[src/rtl/risc_pkg.sv]
// Shared types and constants for the small RISC CPU and its memory responder.
package risc_pkg;

  localparam int AW_DEF = 5;
  localparam int DW_DEF = 8;

  typedef enum logic [1:0] {
    CLEAR = 2'd0,
    READY = 2'd1,
    LOAD  = 2'd2
  } mem_state_t;

  localparam logic [2:0] HLT = 3'd0;
  localparam logic [2:0] SKZ = 3'd1;
  localparam logic [2:0] ADD = 3'd2;
  localparam logic [2:0] AND = 3'd3;
  localparam logic [2:0] XOR = 3'd4;
  localparam logic [2:0] LDA = 3'd5;
  localparam logic [2:0] STO = 3'd6;
  localparam logic [2:0] JMP = 3'd7;

  // Instruction word layout: opcode in the top three bits, operand address below.
  function automatic logic [7:0] mkInstr(input logic [2:0] op, input logic [4:0] operand);
    return {op, operand};
  endfunction

endpackage

[src/rtl/mem_array.sv]
// DEPTH x DW register file with one synchronous write port and one registered read port.
module mem_array #(
  parameter int AW = 5,
  parameter int DW = 8
) (
  input  logic          clk,
  input  logic          rst,
  input  logic          i_we,
  input  logic [AW-1:0] i_waddr,
  input  logic [DW-1:0] i_wdata,
  input  logic          i_re,
  input  logic [AW-1:0] i_raddr,
  output logic [DW-1:0] o_rdata
);

  logic [DW-1:0] r_mem [2**AW];
  logic [DW-1:0] r_rdata;

  // Storage is deliberately not reset; the responder's CLEAR pass zeroes it.
  always_ff @(posedge clk) begin
    if (i_we) begin
      r_mem[i_waddr] <= i_wdata;
    end
  end

  always_ff @(posedge clk) begin
    if (rst) begin
      r_rdata <= '0;
    end else if (i_re) begin
      r_rdata <= r_mem[i_raddr];
    end
  end

  assign o_rdata = r_rdata;

endmodule

[src/rtl/prog_mem_responder.sv]
// CPU-side memory responder: clears storage after reset, serves CPU reads/writes,
// and accepts a streamed program image while the CPU is held in reset.
module prog_mem_responder
  import risc_pkg::*;
#(
  parameter int AW = AW_DEF,
  parameter int DW = DW_DEF
) (
  input  logic          clk,
  input  logic          rst,
  input  logic [AW-1:0] addr,
  input  logic          rd,
  input  logic          wr,
  input  logic          data_e,
  input  logic [DW-1:0] wdata,
  output logic [DW-1:0] rdata,
  output logic          rdata_valid,
  output logic          mem_busy,
  input  logic          load_en,
  input  logic          load_valid,
  input  logic [DW-1:0] load_data,
  output logic          load_ready,
  output logic          load_done,
  output logic          bus_err
);

  localparam logic [AW-1:0] LAST_ADDR = '1;

  mem_state_t    r_state;
  mem_state_t    w_stateNext;
  logic [AW-1:0] r_ptr;
  logic [AW-1:0] w_ptrNext;
  logic          r_reloadBlock;
  logic          w_reloadBlockNext;
  logic          r_loadDone;
  logic          w_loadDoneNext;
  logic          r_rdataValid;
  logic          r_busErr;
  logic          w_busy;
  logic          w_cpuRead;
  logic          w_err;
  logic          w_we;
  logic [AW-1:0] w_waddr;
  logic [DW-1:0] w_wdata;

  assign w_busy    = (r_state != READY);
  assign w_cpuRead = !w_busy && rd && !wr;
  assign w_err     = (w_busy && (rd || wr)) || (!w_busy && wr && (!data_e || rd));

  // Write-port arbitration between CLEAR, LOAD and CPU plus next-state logic.
  // A load that ends on the last word blocks re-entry until load_en drops.
  always_comb begin
    w_stateNext       = r_state;
    w_ptrNext         = r_ptr;
    w_loadDoneNext    = 1'b0;
    w_reloadBlockNext = load_en ? r_reloadBlock : 1'b0;
    w_we              = 1'b0;
    w_waddr           = r_ptr;
    w_wdata           = '0;
    case (r_state)
      CLEAR: begin
        w_we      = 1'b1;
        w_ptrNext = r_ptr + 1'b1;
        if (r_ptr == LAST_ADDR) begin
          w_stateNext = READY;
        end
      end
      READY: begin
        if (wr && data_e) begin
          w_we    = 1'b1;
          w_waddr = addr;
          w_wdata = wdata;
        end
        if (load_en && !r_reloadBlock) begin
          w_stateNext = LOAD;
          w_ptrNext   = '0;
        end
      end
      LOAD: begin
        if (!load_en) begin
          w_stateNext    = READY;
          w_loadDoneNext = 1'b1;
        end else if (load_valid) begin
          w_we      = 1'b1;
          w_wdata   = load_data;
          w_ptrNext = r_ptr + 1'b1;
          if (r_ptr == LAST_ADDR) begin
            w_stateNext       = READY;
            w_loadDoneNext    = 1'b1;
            w_reloadBlockNext = 1'b1;
          end
        end
      end
      default: begin
        w_stateNext = CLEAR;
        w_ptrNext   = '0;
      end
    endcase
  end

  always_ff @(posedge clk) begin
    if (rst) begin
      r_state       <= CLEAR;
      r_ptr         <= '0;
      r_reloadBlock <= 1'b0;
      r_loadDone    <= 1'b0;
      r_rdataValid  <= 1'b0;
      r_busErr      <= 1'b0;
    end else begin
      r_state       <= w_stateNext;
      r_ptr         <= w_ptrNext;
      r_reloadBlock <= w_reloadBlockNext;
      r_loadDone    <= w_loadDoneNext;
      r_rdataValid  <= w_cpuRead;
      r_busErr      <= r_busErr | w_err;
    end
  end

  mem_array #(
    .AW(AW),
    .DW(DW)
  ) u_mem (
    .clk    (clk),
    .rst    (rst),
    .i_we   (w_we && !rst),
    .i_waddr(w_waddr),
    .i_wdata(w_wdata),
    .i_re   (w_cpuRead),
    .i_raddr(addr),
    .o_rdata(rdata)
  );

  assign rdata_valid = r_rdataValid;
  assign mem_busy    = w_busy;
  assign load_ready  = (r_state == LOAD);
  assign load_done   = r_loadDone;
  assign bus_err     = r_busErr;

endmodule

[config.mk]
export PLATFORM = sky130hd
export DESIGN_NAME = prog_mem_responder
export DESIGN_NICKNAME = d
export VERILOG_FILES = /design/src/rtl/risc_pkg.sv /design/src/rtl/mem_array.sv /design/src/rtl/prog_mem_responder.sv
export SDC_FILE = /design/constraint.sdc
export NUM_CORES = 1
export LEC_CHECK = 0
export BUFFER_PORTS_ARGS = -buffer_cell sky130_fd_sc_hd__buf_2
export CAP_MARGIN = 30
export CORE_UTILIZATION = 49
export DETAILED_ROUTE_END_ITERATION = 10
export HOLD_SLACK_MARGIN = 0.05
export PLACE_DENSITY = 0.65
export SKIP_CTS_REPAIR_TIMING = 1
export SYNTH_ARGS = -nofsm -noshare
export SYNTH_HDL_FRONTEND = slang
export SYNTH_HIERARCHICAL = 1
export SYNTH_SLANG_ARGS = --single-unit
[constraint.sdc]
create_clock -name clk -period 4.64 [get_ports clk]
set_input_delay 0.696 -clock clk [delete_from_list [all_inputs] [get_ports clk]]
set_output_delay 0.696 -clock clk [all_outputs]
set_load 0.02 [all_outputs]
Word level (Yosys, flattened, before mapping)
Memory sizes are Yosys's and may differ from the RTL's. A register that Yosys moved wholly into a read port is not among the register bits. Cells that the tools add are included.

Memories: 1. Flip-flop bits (word level): 11. Logic and storage cells: 67. Output and inout bits: 13. Bits in writable memories: 256.

Eq/ne operators: 8. Bitwise logic cells: 2. Add/sub/neg operators: 1. Reduce and logical (&&, ||, !) cells: 20. Mux-type cells: 29.

Memory list: u_mem.r_mem (words 32, bits a word 8, rd ports 1, clocked after Yosys merged registers in 1, wr ports 1, line mem_array.sv:16) `logic [DW-1:0] r_mem [2**AW];`.

Operators with widths (count): 5-bit two-way mux (5); 8-bit two-way mux (3); 8-bit one-hot mux with 2 select lines (1); 5-bit one-hot mux with 3 select lines (1); 1-bit two-way mux (13); 1-bit logical AND (8); 2-bit two-way mux (4); 2-bit != test (second input constant) (3); 2-bit one-hot mux with 3 select lines (1); 5-bit by 1-bit adder with 5-bit output (second input constant) (1); 5-bit equality test (second input constant) (1); 1-bit zero test (5); 1-bit logical OR (3); 3-bit != test (second input constant) (1); 1-bit one-hot mux with 3 select lines (1); 3-bit AND reduction (1); 2-bit by 1-bit equality test with 1-bit output (second input constant) (1); 2-bit equality test (second input constant) (1); 2-bit zero test (1); 2-bit by 1-bit != test with 1-bit output (second input constant) (1); 2-bit AND reduction (1); 2-bit OR reduction (1); 1-bit NOT (1); 1-bit OR (1).

Longest topological paths before layout
Gate-level depths: netlist (run 1).

Word-level depth: 6. Mapped depth: 10.

Modules after synthesis
The synthesis (run 1) kept the hierarchy.

By module, submodules not included: mem_array (instances 1, cells an instance 601, sequential area each 7847.5 um2, area an instance 10382.5 um2); prog_mem_responder (instances 1, cells an instance 101, sequential area each 220.2 um2, area an instance 810.8 um2).

Least setup slack after synthesis (run 1)
OpenSTA, ideal clock, no wires.

Path type: reg2reg. Start point: register r_state[0]. End point: memory u_mem.r_mem[0][0], enable pin. Cell stages (with the launch flop): 11. Path buffers: 3. Required time: 4270 ps. Data arrival time: 2819 ps. Path slack: 1451 ps. Period minus slack after synthesis: 3189 ps. Setup time: 370 ps. Cell sequence: dfxtp_1 -> inv_1 -> ha_1 -> clkbuf_1 -> and3_2 -> clkbuf_1 -> nor3_1 -> nor3_1 -> or3b_2 -> clkbuf_1 -> nor2_1.

Cells in the longest elaborated chain, start to end: 5. Elaborated cells between the ends (all ways): 8.

Ends and longest elaborated chain: from (decl) (line prog_mem_responder.sv:29) `mem_state_t r_state;`; from (signal assigned) (line prog_mem_responder.sv:110) `r_state <= w_stateNext;`; 2-bit equality test; net load_ready (line prog_mem_responder.sv:22) `output logic load_ready,`; 1-bit one-hot mux with 3 select lines (line prog_mem_responder.sv:60) `case (r_state)`; 1-bit logical AND (line prog_mem_responder.sv:125) `.i_we (w_we && !rst),`; 1-bit two-way mux (line mem_array.sv:21) `if (i_we) begin`; 1-bit two-way mux (implied by the code) (line mem_array.sv:22) `r_mem[i_waddr] <= i_wdata;`; to (decl) (line mem_array.sv:16).

The timed path passes the listed nets, and every way through them passes these cells.

Worst setup path after layout (run 1)
Start point: register r_state[1]. End point: memory u_mem.r_mem[23][2], enable pin.

Cells in the longest elaborated chain, start to end: 5. Elaborated cells between the ends (all ways): 8.

Ends and longest elaborated chain (line): 2-bit equality test, or another cell as far along (prog_mem_responder.sv:60); 1-bit one-hot mux with 3 select lines (prog_mem_responder.sv:60); 1-bit logical AND (prog_mem_responder.sv:125); 1-bit two-way mux (mem_array.sv:21); 1-bit two-way mux (implied by the code) (mem_array.sv:22).

Several ways; a longest one is shown, not always the timed one.

==> results.yml, run 1 <==
pwr:
  seqPwrFrac_pct: 53.9
  power_frac_clock_pct: 41.9
  ir_drop_uv: 299
  power-per-cell-area_nw_per_um2: 399
  power.switching_w: 0.00100
  total_power_w: 0.00500
  internal_power_w: 0.00400
  power.leakage_nw: 4.86
  comb_power_share_pct: 4.2
  swShare_pct: 20.1
critical_path:
  crit_path_end_kind: "register"
  cp_max_fo: 14
  critPathKind: "reg2reg"
  cp.arrival_ns: 3.59
  critical_path_required_ns: 4.80
  cp-start-kind: "register"
drt:
  drc: 0
  ant_nets: 0
  wire_per_inst_um: 23.3
  vias: 6200
  drt_iter0_drc: 519
  drt_first_pass_iters: 5
  viasPerCell: 5.94
  drt-total-wl_um: 24300
sta:
  layout_min_cycle_time_ns: 3.43
  slew_violations: 0
  rsz0062_at_grt: "no"
  max-slew-margin-rel_pct: 32.3
  hold_viol_final: 0
  fmaxAchievable_mhz: 292
  tightest_slew_ns: 1.01
  fin_crit_sh_pct: 73.9
  setup-tns-final_ns: 0
  setup_viol: 0
  fin_worst_skew_ns: 0.0121
  hold_slack_ns: 0.391
global_routing:
  grt_usage_pct: 21.0
  met3_usage_pct: 3.40
  grt_util_met1_pct: 28.5
  grt_pass1_wl_um: 36700
  top_usage_layer: "met2"
  overflow: 0
  grt_pass1_vias: 6265
  grtUsageMet2_pct: 35.5
  antenna_found_initial: 2
  grt_max_degree: 54
logic_synthesis:
  yosys_register_bits: 275
  synth_xor_area_share_pct: 0
  synth_top_area_share_pct: 68.7
  synthArstFlopShare_pct: 0
  synth_compound_area_share_pct: 7.99
  synth_most_common_cell: "edfxtp_1"
  yosys-top-cells-count: "edfxtp_1, mux2i_1, a22oi_1, nor2_1, a21oi_1"
  synth_area_leaders: "edfxtp_1, mux2i_1, a22oi_1, dfxtp_1, a21oi_1"
  ys_types: 37
  synth_area_leader_cell: "edfxtp_1"
  yosysSeqAreaShare_pct: 72.1
  avgSynthCellArea_um2: 15.9
  synth_ff_type: "edfxtp_1"
  yosys_warnings: 6
  synthAdderAreaFrac_pct: 0.782
  syn_inst: 702
  postSynthNetCount: 737
  synth_edf_count: 256
  netlist_area_um2: 11200
  synthSimpleGateAreaFrac_pct: 4.97
  synth_mux_area_share_pct: 11.9
  synth_top_family_by_area: "multiplexers"
cts:
  numCtsBuffers: 27
  htree_num_levels: 1
  clkLatencyLatePin_ns: 0.54
  cts.clk_slew.worst_paths_ns: 0.06
  cts_buffer_depth: 3
  cts_num_sinks: 275
  cts_root_buffer: "clkbuf_16"
  cts_tree: "built"
placed_design:
  io_buffers: 40
  place_area_um2: 11700
  place.gp.congestion: 0.837
  place_hpwl_um: 15500
  dp_cells: 995
finish:
  instances_no_fill: 1044
  nNetsFinal: 779
  fillers: 1709
  drive_gt1_share_pct: 15.2
  finalInstanceArea_um2: 12500
  areaGrowthSynthToFinish_pct: 11.9
die:
  coreArea_um2: 22100
  num_rows: 54
  io_pins: 41
  die-area_um2: 23500
  die_h_um: 153
  die_x_um: 153
  initial_core_util_pct: 50.7
min_path:
  worstHoldPathType: "in2reg"
run_status:
  outcome: "finished, final reports clean"
job:
  maxCapViolCount: 0
cell usage in the layout (no fill, tap or decap), drive strengths merged, types with 2 or more instances in the layout:
cell and count:
a211oi 9, a21oi 41, a22oi 74, and2 2, and3 3, buf 54, bufinv 3, clkbuf 33
clkinv 10, dfxtp 19, edfxtp 256, ha 7, inv 6, mux2 5, mux2i 128, nand2 11
nand2b 4, nand3 5, nand3b 5, nor2 48, nor2b 10, nor3 3, o21ai 3, or2 2
or3 3, or3b 3, or4 9
sequential cells by signal, indices dropped and copies added (netlist names):
name and count:
u_mem/r_mem 256, u_mem/o_rdata 8, r_ptr 5, r_state 2, bus_err 1, load_done 1, r_reloadBlock 1, rdata_valid 1
stage by stage:
stage	setup slack [ns]	util, %
after global routing	0.906	56.7
final	1.21	56.7
after floorplan	1.45	-
after detailed placement	1.19	52.9
after global placement	1.35	52.9
after CTS	1.22	56.7
layer usage:
layer	part of all wire, %	wire length, µm
met5	0	0
met4	1.6	382
met3	6.8	1660
met2	50	12100
met1	42	10200
kinds of logic after synthesis:
logic type                 count (synthesis)
DFF                                      275
muxes                                    133
AOI/OAI and AO/OA                        132
and+or+nand+nor                          109
buffers and inverters                     46
adders and majority gates                  7
final timing paths:
check	from	end	slack (ns)	cells after the start
hold reg to reg	bus_err$_SDFF_PP0_	bus_err$_SDFF_PP0_	0.47	2
hold / removal	wr	rdata_valid$_SDFF_PP0_	0.39	2
setup / recovery	r_state[1]$_SDFFE_PP0P_	u_mem/r_mem[23][2]$_DFFE_PP_	1.21	7
setup reg to reg	r_state[1]$_SDFFE_PP0P_	u_mem/r_mem[23][2]$_DFFE_PP_	1.21	7
final cells by class:
cell class	count	area [µm²]	share of cell area, %
clock inverter	15	150	1.20
tap	280	350	2.80
multi-input combinational	381	2920	23.3
inverter	5	18.8	0.150
antenna	1	2.50	0.0200
timing repair buffer	54	324	2.59
sequential	275	8070	64.4
clock buffer	33	698	5.57
critical path: stages (launching register included):
cell and delay, ns:
dfxtp_1 0.34, inv_1 0.10, ha_1 0.31, and3_1 0.56, nor3_1 0.09, nor3_1 0.36
nand3_1 0.54, nor2_1 0.76
power groups by stage:
stage / Clock [W] / Combinational (W) / Sequential, W
floorplan: 0 / 0.000146 / 0.00275
global placement: 0 / 0.000204 / 0.00275
detailed placement: 0 / 0.000210 / 0.00275
CTS: 0.00213 / 0.000210 / 0.00269
global route: 0.00222 / 0.000226 / 0.00269
finish: 0.00210 / 0.000212 / 0.00269
Note: power is estimated with default switching activity, not from simulation.
==> run 2: changes to the inputs <==
==> constraint.sdc (replaced) <==
create_clock -name clk -period 3.4 [get_ports clk]
set_input_delay 0.51 -clock clk [delete_from_list [all_inputs] [get_ports clk]]
set_output_delay 0.51 -clock clk [all_outputs]
set_load 0.02 [all_outputs]
==> run 2 against run 1 <==
Wire length rose by 4.2%. Fmax rose by 11%. Highest routed layer unchanged. Sequential share of layout area fell by 1.6 points. Largest power group unchanged. Critical path type unchanged. Non-clock buffer count rose by 44. Setup slack got worse by 0.90 ns.
==> results.yml, run 2 (same netlist as run 1, synthesis figures left out) <==
drt:
  routed-wl-met3_um: 1610
  wl_met1_um: 11100
  drt_iter0_drc: 501
  vias: 6371
  ant_nets: 0
  wire_per_inst_um: 23.2
  viasPerCell: 5.84
  drt_first_pass_iters: 5
  dr_wl_met2_um: 12000
  drt-total-wl_um: 25300
  highest_layer: "met4"
  drc: 0
sta:
  fmaxAchievable_mhz: 324
  fin_worst_skew_ns: 0.0204
  tightest_slew_ns: 0.989
  layout_min_cycle_time_ns: 3.09
  rsz0062_at_grt: "no"
  setup-tns-final_ns: 0
  hold_viol_final: 0
  max-slew-margin-rel_pct: 33.7
  setup_slack_ns: 0.314
  fin_crit_sh_pct: 90.8
  slew_violations: 0
  setup_viol: 0
die:
  num_rows: 54
  coreArea_um2: 22100
  initial_core_util_pct: 50.7
  die-area_um2: 23500
  die_h_um: 153
  die_x_um: 153
  io_pins: 41
global_routing:
  grt_pass1_vias: 6508
  overflow: 0
  grt_pass1_wl_um: 38500
  grt_usage_pct: 22.2
  grt_max_degree: 33
  antenna_found_initial: 0
critical_path:
  crit_path_end_kind: "register"
  critPathKind: "reg2reg"
  cp_max_fo: 8
  critical_path_required_ns: 3.56
  cp.arrival_ns: 3.25
  cp-start-kind: "register"
pwr:
  internal_power_w: 0.00538
  seqPwrFrac_pct: 54.2
  power-per-cell-area_nw_per_um2: 528
  ir_drop_uv: 388
  comb_power_share_pct: 4.5
  power_frac_clock_pct: 41.3
  swShare_pct: 20.7
  power.switching_w: 0.00141
  total_power_w: 0.00678
  power.leakage_nw: 5.09
cts:
  cts_num_sinks: 275
  clkLatencyLatePin_ns: 0.55
  numCtsBuffers: 28
  cts.clk_slew.worst_paths_ns: 0.06
  cts_buffer_depth: 3
  htree_num_levels: 1
  cts_tree: "built"
  cts_root_buffer: "clkbuf_16"
placed_design:
  pre_cts_ws_ns: 0.315
  place_hpwl_um: 16700
  io_buffers: 40
  place.gp.congestion: 0.808
finish:
  largest_reg_flops: 256
  antenna_cells: 0
  nNetsFinal: 824
  fillers: 1696
  regMostFlops: "u_mem/r_mem"
  drive_gt1_share_pct: 19.7
  mostFrequentLayoutCell: "edfxtp_1"
  final_cell_mix: "edfxtp_1, mux2i_1, a22oi_1"
  areaGrowthSynthToFinish_pct: 14.8
min_path:
  worstHoldPathType: "in2reg"
run_status:
  outcome: "finished, final reports clean"
job:
  maxCapViolCount: 0
==> run 2: cell types whose count changed in the layout (fill, tap and decap cells not counted), sizes merged <==
cell    before  now
clkbuf      33   35
diode        1    0
bufinv       3    1
clkinv      10   15
inv          6    5
buf         54   98
==> run 2: power by group through the flow <==
stage	Sequential, W	Clock (W)	Combinational, W
after detailed placement	0.00375	0	0.000302
after CTS	0.00368	0.00284	0.000303
after global placement	0.00375	0	0.000295
final	0.00368	0.00280	0.000306
after global routing	0.00368	0.00297	0.000327
after floorplan	0.00375	0	0.000199
==> run 2: final timing paths <==
| kind | start | to | slack, ns | depth (start not counted) |
|---|---|---|---|---|
| hold / removal | wr | rdata_valid$_SDFF_PP0_ | 0.19 | 2 |
| hold reg to reg | bus_err$_SDFF_PP0_ | bus_err$_SDFF_PP0_ | 0.47 | 2 |
| setup reg to reg | r_state[1]$_SDFFE_PP0P_ | u_mem/r_mem[8][6]$_DFFE_PP_ | 0.31 | 7 |
| setup / recovery | r_state[1]$_SDFFE_PP0P_ | u_mem/r_mem[8][6]$_DFFE_PP_ | 0.31 | 7 |
==> run 2: layout make-up <==
| class | count | area (µm²) | share of cell area (%) |
|---|---|---|---|
| Timing Repair Buffer | 98 | 667 | 5.19 |
| Multi-Input combinational cell | 381 | 2900 | 22.6 |
| Sequential cell | 275 | 8070 | 62.8 |
| Tap cell | 280 | 350 | 2.73 |
| Clock buffer | 35 | 727 | 5.66 |
| Inverter | 5 | 18.8 | 0.146 |
| Clock inverter | 17 | 114 | 0.886 |
==> run 2: per-stage QoR <==
| step | hold WS, ns | utilization [%] | cells | area, µm² |
|---|---|---|---|---|
| final | 0.189 | 58.2 | 1091 | 12800 |
| after global routing | 0.195 | 58.2 | 1091 | 12800 |
| after CTS | 0.178 | 58.2 | 1091 | 12800 |
| after detailed placement | 0.458 | 54.3 | 1039 | 12000 |
| after global placement | 0.444 | 54.3 | 1039 | 12000 |
| after floorplan | 0.459 | - | 702 | 11200 |
==> run 2: per-layer routing <==
metal  vias to the layer above  track usage (%)
met5                         -            0.207
met4                         0             6.83
met3                        44             4.31
met2                       215             35.9
met1                      3176             30.5
li1                       2936                -
==> run 2: worst max-delay path, cell delays in order, from the launching register on <==
cell     delay [ns]
dfxtp_1        0.34
inv_1          0.11
ha_1           0.29
and3_1         0.40
nor3_1         0.08
nor3_1         0.38
or3b_2         0.55
nor2_1         0.55
